File: src/rtl/hrm_pkg.sv
// Shared types and constants for the program loader.
// State CSUM exists only when PROG_LOADER_CHECKSUM_EN is defined.
package hrm_pkg;

  localparam int unsigned DATA_W       = 8;
  localparam int unsigned CNT_W        = 9;
  localparam int unsigned SIZE_DEFAULT = 256;
  localparam logic [DATA_W-1:0] SYNC_DEFAULT = 8'h55;

  typedef enum logic [2:0] {
    ST_IDLE = 3'd0,
    ST_LEN  = 3'd1,
    ST_DATA = 3'd2,
`ifdef PROG_LOADER_CHECKSUM_EN
    ST_CSUM = 3'd3,
`endif
    ST_ERR  = 3'd4
  } state_e;

  // Frame-in-progress states
  function automatic logic is_busy(input state_e s);
    return (s == ST_LEN) || (s == ST_DATA)
`ifdef PROG_LOADER_CHECKSUM_EN
        || (s == ST_CSUM)
`endif
        ;
  endfunction

endpackage

File: src/rtl/prog_loader_if.sv
// Byte-stream valid/ready channel feeding the program loader.
interface prog_loader_if;
  import hrm_pkg::*;

  logic [DATA_W-1:0] rx_data;
  logic              rx_valid;
  logic              rx_ready;

  modport master (output rx_data, output rx_valid, input rx_ready);
  modport slave  (input rx_data, input rx_valid, output rx_ready);

endinterface

File: src/rtl/prog_loader.sv
// Framed byte-stream loader writing program memory while holding the CPU.
// Optional trailing checksum byte enabled by PROG_LOADER_CHECKSUM_EN.
module prog_loader
  import hrm_pkg::*;
#(
  parameter int unsigned        SIZE = SIZE_DEFAULT,
  parameter logic [DATA_W-1:0]  SYNC = SYNC_DEFAULT
) (
  input  logic              clk,
  input  logic              rst,
  prog_loader_if.slave      rx,
  output logic [DATA_W-1:0] wAddr,
  output logic [DATA_W-1:0] din,
  output logic              write_en,
  output logic              cpu_hold,
  output logic              busy,
  output logic              done,
  output logic              err,
  input  logic              err_clr
);

  localparam logic [CNT_W-1:0] SIZE_C = CNT_W'(SIZE);

  state_e             state_q, state_n;
  logic [CNT_W-1:0]   count_q, count_n;
  logic [DATA_W-1:0]  addr_q, addr_n;
  logic               rx_ready_q, rx_ready_n;
  logic [DATA_W-1:0]  waddr_n, din_n;
  logic               write_en_n, cpu_hold_n, busy_n, done_n, err_n;
  logic               acc_c;
  logic [CNT_W-1:0]   len_c;
`ifdef PROG_LOADER_CHECKSUM_EN
  logic [DATA_W-1:0]  csum_q, csum_n;
`endif

  assign rx.rx_ready = rx_ready_q;
  assign acc_c       = rx.rx_valid & rx_ready_q;
  assign len_c       = CNT_W'(rx.rx_data) + CNT_W'(1);

  // Next-state and next-output logic
  always_comb begin
    state_n    = state_q;
    count_n    = count_q;
    addr_n     = addr_q;
    waddr_n    = wAddr;
    din_n      = din;
    write_en_n = 1'b0;
    cpu_hold_n = cpu_hold;
    done_n     = 1'b0;
    err_n      = err;
`ifdef PROG_LOADER_CHECKSUM_EN
    csum_n     = csum_q;
`endif

    unique case (state_q)
      ST_IDLE: begin
        if (acc_c && rx.rx_data == SYNC) begin
          state_n    = ST_LEN;
          cpu_hold_n = 1'b1;
        end
      end
      ST_LEN: begin
        if (acc_c) begin
          if (len_c > SIZE_C) begin
            state_n = ST_ERR;
            err_n   = 1'b1;
          end else begin
            state_n = ST_DATA;
            count_n = len_c;
            addr_n  = '0;
`ifdef PROG_LOADER_CHECKSUM_EN
            csum_n  = '0;
`endif
          end
        end
      end
      ST_DATA: begin
        if (acc_c) begin
          write_en_n = 1'b1;
          waddr_n    = addr_q;
          din_n      = rx.rx_data;
          addr_n     = addr_q + DATA_W'(1);
          count_n    = count_q - CNT_W'(1);
`ifdef PROG_LOADER_CHECKSUM_EN
          csum_n     = csum_q + rx.rx_data;
          if (count_q == CNT_W'(1)) state_n = ST_CSUM;
`else
          if (count_q == CNT_W'(1)) begin
            state_n    = ST_IDLE;
            done_n     = 1'b1;
            cpu_hold_n = 1'b0;
          end
`endif
        end
      end
`ifdef PROG_LOADER_CHECKSUM_EN
      ST_CSUM: begin
        if (acc_c) begin
          if (rx.rx_data == csum_q) begin
            state_n    = ST_IDLE;
            done_n     = 1'b1;
            cpu_hold_n = 1'b0;
          end else begin
            state_n = ST_ERR;
            err_n   = 1'b1;
          end
        end
      end
`endif
      ST_ERR: begin
        if (err_clr) begin
          state_n    = ST_IDLE;
          err_n      = 1'b0;
          cpu_hold_n = 1'b0;
        end
      end
      default: state_n = ST_IDLE;
    endcase

    busy_n     = is_busy(state_n);
    rx_ready_n = (state_n != ST_ERR);
  end

  // State and registered outputs; reset also kills a write pending this cycle
  always_ff @(posedge clk) begin
    if (rst) begin
      state_q    <= ST_IDLE;
      count_q    <= '0;
      addr_q     <= '0;
      rx_ready_q <= 1'b1;
      wAddr      <= '0;
      din        <= '0;
      write_en   <= 1'b0;
      cpu_hold   <= 1'b0;
      busy       <= 1'b0;
      done       <= 1'b0;
      err        <= 1'b0;
`ifdef PROG_LOADER_CHECKSUM_EN
      csum_q     <= '0;
`endif
    end else begin
      state_q    <= state_n;
      count_q    <= count_n;
      addr_q     <= addr_n;
      rx_ready_q <= rx_ready_n;
      wAddr      <= waddr_n;
      din        <= din_n;
      write_en   <= write_en_n;
      cpu_hold   <= cpu_hold_n;
      busy       <= busy_n;
      done       <= done_n;
      err        <= err_n;
`ifdef PROG_LOADER_CHECKSUM_EN
      csum_q     <= csum_n;
`endif
    end
  end

endmodule

File: src/flat_wrapper.sv
// flat-port wrapper written by rule: the top's interface ports become plain ports
module prog_loader_flat import hrm_pkg::*;
#(
  parameter int unsigned        SIZE = SIZE_DEFAULT,
  parameter logic [DATA_W-1:0]  SYNC = SYNC_DEFAULT
)
  (clk, rst, wAddr, din, write_en, cpu_hold, busy, done, err, err_clr, rx_rx_data, rx_rx_valid, rx_rx_ready);
  prog_loader_if rx_i ();
  input  logic clk;
  input  logic rst;
  output logic [DATA_W-1:0] wAddr;
  output logic [DATA_W-1:0] din;
  output logic write_en;
  output logic cpu_hold;
  output logic busy;
  output logic done;
  output logic err;
  input  logic err_clr;
  input wire logic [$bits(rx_i.rx_data)-1:0] rx_rx_data;
  input wire logic [$bits(rx_i.rx_valid)-1:0] rx_rx_valid;
  output wire logic [$bits(rx_i.rx_ready)-1:0] rx_rx_ready;
  assign rx_i.rx_data = rx_rx_data;
  assign rx_i.rx_valid = rx_rx_valid;
  assign rx_rx_ready = rx_i.rx_ready;
  prog_loader #(.SIZE(SIZE), .SYNC(SYNC)) u_core (.clk(clk), .rst(rst), .rx(rx_i), .wAddr(wAddr), .din(din), .write_en(write_en), .cpu_hold(cpu_hold), .busy(busy), .done(done), .err(err), .err_clr(err_clr));
endmodule
File: config.mk
export PLATFORM = sky130hd
export DESIGN_NAME = prog_loader_flat
export DESIGN_NICKNAME = d
export VERILOG_FILES = /design/src/rtl/hrm_pkg.sv /design/src/rtl/prog_loader_if.sv /design/src/rtl/prog_loader.sv /design/src/flat_wrapper.sv
export SDC_FILE = /design/constraint.sdc
export NUM_CORES = 1
export LEC_CHECK = 0
export CAP_MARGIN = 20
export CORE_ASPECT_RATIO = 0.6
export CORE_MARGIN = 2
export CORE_UTILIZATION = 45
export DETAILED_ROUTE_END_ITERATION = 12
export HOLD_SLACK_MARGIN = 0.08
export PLACE_DENSITY = 0.72
export SETUP_SLACK_MARGIN = 0.02
export SLEW_MARGIN = 30
export SYNTH_ARGS = -nofsm -noshare
export SYNTH_HDL_FRONTEND = slang
export SYNTH_SLANG_ARGS = --single-unit
File: constraint.sdc
create_clock -name clk -period 1.89 [get_ports clk]
set_clock_uncertainty 0.15 [all_clocks]
set_input_delay 0.378 -clock clk [delete_from_list [all_inputs] [get_ports clk]]
set_output_delay 0.378 -clock clk [all_outputs]
set_load 0.02 [all_outputs]
---- Yosys cells after proc, flatten, opt, wreduce, memory -nomap -nowiden ----
Cells that the tools add are included.
word-level totals
  memory bits (writable) .................. 0
  input port bits ......................... 12
  flip-flop bits (word level) ............. 42
  logic and storage cells ................. 70
  memories kept ........................... 0
  latch bits .............................. 0
  output and inout bits ................... 22
  bits in read-only memories .............. 0
operators by class
  multiplexer cells ....................... 25
  order comparisons ....................... 1
  shift operators ......................... 0
  reduce and logical (&&, ||, !) cells .... 12
  multipliers ............................. 0
  divide/modulo/power cells ............... 0
  equality and inequality tests ........... 15
  add/sub/neg operators ................... 3
  bitwise gates (word level) .............. 3
operators with widths
  kind                                                                    count
  9-bit 2-to-1 mux                                                        3
  8-bit 2-to-1 mux                                                        3
  3-bit 2-to-1 mux                                                        6
  9-bit one-hot mux with 2 select lines                                   1
  8-bit one-hot mux with 2 select lines                                   1
  3-bit one-hot mux with 4 select lines                                   1
  2-bit by 1-bit != test with 1-bit output (second input constant)        5
  8-bit by 1-bit adder with 9-bit output (second input constant)          1
  9-bit by 1-bit equality test with 1-bit output (second input constant)  1
  9-bit greater-than comparator (second input constant)                   1
  9-bit by 1-bit subtractor with 9-bit output (second input constant)     1
  8-bit by 1-bit adder with 8-bit output (second input constant)          1
  8-bit by 7-bit equality test with 1-bit output (second input constant)  1
  1-bit 2-to-1 mux                                                        8
  4-bit AND reduction                                                     2
  3-bit by 1-bit equality test with 1-bit output (second input constant)  2
  3-bit by 2-bit equality test with 1-bit output (second input constant)  2
  5-bit AND reduction                                                     1
  2-bit != test (second input constant)                                   2
  2-bit nonzero test                                                      2
  3-bit equality test (second input constant)                             1
  3-bit zero test                                                         1
  3-bit != test (second input constant)                                   1
  1-bit one-hot mux with 3 select lines                                   1
  other kinds (9)                                                         10

---- Longest topological paths before layout ----
  word-level depth ........................ 7
  mapped depth ............................ 8
  gate-level depth less buffers ........... 7

---- Worst setup path after synthesis ----
Ideal clock, no wire load.
  kind .................................... flip-flop to flip-flop
  start ................................... reg u_core.rx_ready_q (netlist: u_core.rx.rx_ready)
  end ..................................... reg u_core.addr_q[5]
  slack ................................... -87 ps
  data arrival time ....................... 1757 ps
  period minus slack after synthesis ...... 1977 ps
  buffers on the path ..................... 1
  setup time .............................. 70 ps
  stages on the path, launching flop included .. 7
  data required time ...................... 1670 ps
  cell sequence ........................... dfxtp_1 > nand2_2 > or2_0 > clkbuf_1 > a21o_1 > or4_1 > a21oi_1
between the ends
  longest elaborated chain between the ends .. 3
  elaborated cells between the ends (all ways) .. 4
  classes of those cells .................. 2 x eq/ne; 1 x bitwise; 1 x reduce/logical
RTL lines
  item                                                line                source
  start, declared                                     prog_loader.sv:27   logic rx_ready_q, rx_ready_n;
  start signal, assigned                              prog_loader.sv:145  rx_ready_q <= rx_ready_n;
  1-bit AND (*)                                       prog_loader.sv:37   assign acc_c = rx.rx_valid & rx_ready_q;
  2-bit by 1-bit != test with 1-bit output (no line)  -
  4-bit AND reduction (no line) (*)                   -
  end signal, assigned                                prog_loader.sv:144  addr_q <= addr_n;
  end, declared                                       prog_loader.sv:26   logic [DATA_W-1:0] addr_q, addr_n;
Mark *: on every way between the ends. The rest lies on a longest branch, timed or not.
A chain may end at the register's enable or synchronous reset.

---- Worst setup path in the final report ----
  start ................................... in rx_rx_data[0]
  end ..................................... reg u_core.addr_q[4]
between the ends
  longest elaborated chain between the ends .. 4
RTL lines
  item                                    line                source
  start, declared                         flat_wrapper.sv:19  input wire logic [$bits(rx_i.rx_data)-1:0] rx_rx_data;
  8-bit by 1-bit adder with 9-bit output  prog_loader.sv:38   assign len_c = CNT_W'(rx.rx_data) + CNT_W'(1);
  9-bit greater-than comparator           prog_loader.sv:64   if (len_c > SIZE_C) begin
  2-bit != test (no line)                 -
  4-bit AND reduction (no line)           -
No other way between the ends.

==> results.txt <==
Status: finished clean
Number of unique standard cell types used by synthesis: 48
Min cycle time layout: 1840 ps
Critical R2R Launch: u_core.state_q[1]
DRT Pass-1 Iters: 4
Nature of the critical path endpoint: flop
Routed Antenna Nets: 0
Num Clock Sinks: 42
Clock-pin slew on the worst setup and hold paths: 80 ps
# fillers: 346
# DRC: 0
Final setup viols: 0
Vias in the first global route: 1857
Crit path DAT: 1880 ps
GRT Residual Overflow: 0
Share of cells above drive strength 1: 0.227
Crit share post-route: 0.971
Final Net Count: 333
# rows: 18
Full die area: 5060 um2
Post-DP HPWL: 3.72 mm
Critical Path Start: rx_rx_data[0]
Number of synthesized register bits: 42
N_diodes: 0
Clk_lat worst skew: 300 ps
Final WL: 5.59 mm
CTS H-tree lvls: 2
CP cell instances: dlygate4sd2_1 > ha_2 > nand3_2 > o31ai_4 > buf_4 > buf_4 > buf_4 > a211oi_2 > xnor2_1 > nor2_1
Final Hold Viols: 0
Async S/R FF share, synth: 0
Syn. warnings: 0
Commonest cells in the netlist: 43 x nand2_1, 42 x dfxtp_1, 31 x a21oi_1
Max-slew headroom: 0.778
Num ports: 34
Hold Path Class: flop to flop
Post-synth net total: 270
Leakage Power: 1.04 nW
# port buffers: 33
Critical Path Start Type: primary input
Initial Util: 0.480
Clk root buf: clkbuf_8
Die width: 90.5 um
All-Layer GR Usage: 0.230
Worst R2R Setup Slack: 90 ps
Worst-path maximum fanout: 3
Wire length per cell: 14.8 um
First-pass GRT wire length: 9.32 mm
R2R cell count: 7
Area grow syn2layout: 42.9%
Share of the synthesized area in the top cell type: 0.416
Die height: 55.9 um
Crit-path slowest cell: dlygate4sd2_1
Pin count of the biggest net entering global routing: 37
Count of final max-slew check failures: 0
RSZ-0062 raised after global routing: true
Syn Area/Cell: 7.99 um2
Post-synth EDFFs: 0
GPL Wtd Cong: 0.866
Max Cap Viol: 0
Max IR drop VDD: 412 uV
PwrDens: 560 nW/um2
Vias per cell: 5.61
CP bufs+invs: 4
Worst setup path endpoint: u_core.addr_q[4]
Post-Syn Area: 2020 um2
Gate Count Post-Synth: 253
Initial DRC count: 146
WHS: 308 ps
CTS tree: yes
Placeable Area: 4210 um2
Top cell by count, worst path: buf_4
Critical Path Stages: 10
CP max stage delay: 270 ps
Synth area leaders: dfxtp_1 42%, nand2_1 8.0%, a21oi_1 7.7%, nor2_1 3.7%, o21ai_0 3.5%
Worst EP required: 1940 ps
CTS Buf Count: 5
Post-synth top area cell: dfxtp_1
DR vias: 2115
Most frequent cell after synthesis: nand2_1
Hold path cells: 2
Worst r2r dst: u_core.addr_q[0]
CTS Buffer Depth: 2
Crit Path Class: primary input to flop
Top_reg_cell synth: dfxtp_1
Setup TNS: 0 ps
Worst-Margin Slew: 328 ps
Sequential fraction of the synthesis area: 0.416
Fmax: 545 MHz
Family with the most delay on the worst path: buffers and inverters
Initial antenna violation count: 0
-- area by class of cell --
class	count	area [um2]	share of cell area
Timing Repair Buffer	70	649	0.225
Clock buffer	6	82.6	0.0286
Sequential cell	42	845	0.292
Multi-Input combinational cell	191	1200	0.417
Inverter	6	22.5	0.00779
Clock inverter	2	11.3	0.00390
Tap cell	60	75.1	0.0260
-- placed cells by master, fill, tap and decap left out, types with 3 or more instances in the layout --
cell             instances
clkbuf_8                 6
nand3_1                  9
o211ai_1                 5
o21ai_0                 13
xnor2_1                  7
inv_1                    6
nor2_1                  19
nand2_1                 43
a21oi_1                 29
nor3_1                   5
clkdlybuf4s50_1         24
buf_4                   32
o31ai_1                  3
dlygate4sd2_1            7
buf_12                   4
ha_1                     4
dfxtp_1                 41
nor4_2                   3
a211oi_2                 4
-- layer usage --
layer / GRT usage / part of all wire / wire (um) / vias up
met2: 0.317 / 0.42 / 2330 / 90
met5: 0 / 0 / 0 / -
met3: 0.0569 / 0.085 / 478 / 8
met1: 0.349 / 0.49 / 2720 / 991
li1: - / - / - / 1026
met4: 0.0703 / 0.011 / 63 / 0
-- through the flow --
| step | instances | instance area (um2) | power [W] | util | setup WS [ps] |
|---|---|---|---|---|---|
| finish | 377 | 2890 | 0.00162 | 0.686 | 55.0 |
| detailed placement | 362 | 2630 | 0.00102 | 0.625 | -631 |
| global route | 377 | 2890 | 0.00169 | 0.686 | -18.1 |
| CTS | 376 | 2840 | 0.00163 | 0.674 | 30.8 |
| floorplan | 253 | 2030 | 0.000944 | - | 21.3 |
| global placement | 362 | 2630 | 0.00102 | 0.625 | -587 |
-- cell families after synthesis --
group	share of synthesized area
and+or+nand+nor	0.262
buffers and inverters	0.0415
AOI/OAI and AO/OA	0.205
muxes	0.00557
DFF	0.416
xor gates and xnor gates	0.0390
adders and majority gates	0.0309
-- worst min-delay path by stage --
stage	start	to	slack, ps
after floorplan	u_core.addr_q[7]	u_core.wAddr[7]	290
after global placement	u_core.wAddr[4]	u_core.wAddr[4]	290
after detailed placement	u_core.wAddr[3]	u_core.wAddr[3]	300
after CTS	u_core.wAddr[3]	u_core.wAddr[3]	310
after global routing	u_core.wAddr[3]	u_core.wAddr[3]	330
final	u_core.wAddr[5]	u_core.wAddr[5]	310
-- registers in the layout (all words and copies together), names as in the netlist --
register            count
u_core.err              1
u_core.addr_q           8
u_core.write_en         1
u_core.wAddr            8
u_core.cpu_hold         1
u_core.rx.rx_ready      1
u_core.busy             1
u_core.state_q          3
u_core.din              8
u_core.count_q          9
u_core.done             1
-- tightest hold or removal path, stage by stage, from the launching register on --
cell,delay [ps]
dfxtp_1,310
nand2_1,50
a21oi_1,50
-- power breakdown --
part           internal [W]  switching (W)
Clock              0.000295       0.000318
Sequential         0.000883    0.000000256
Combinational     0.0000614      0.0000626
Total               0.00124       0.000380
-- what timing repair did --
item	4_1_cts	5_1_grt
hold buffers	0	0
resized for setup	24	10
buffers inserted	5	1
cloned	1	0
pin swaps	9	6
endpoints found under the setup margin	24	15
Power figures use the tool's default switching activity.
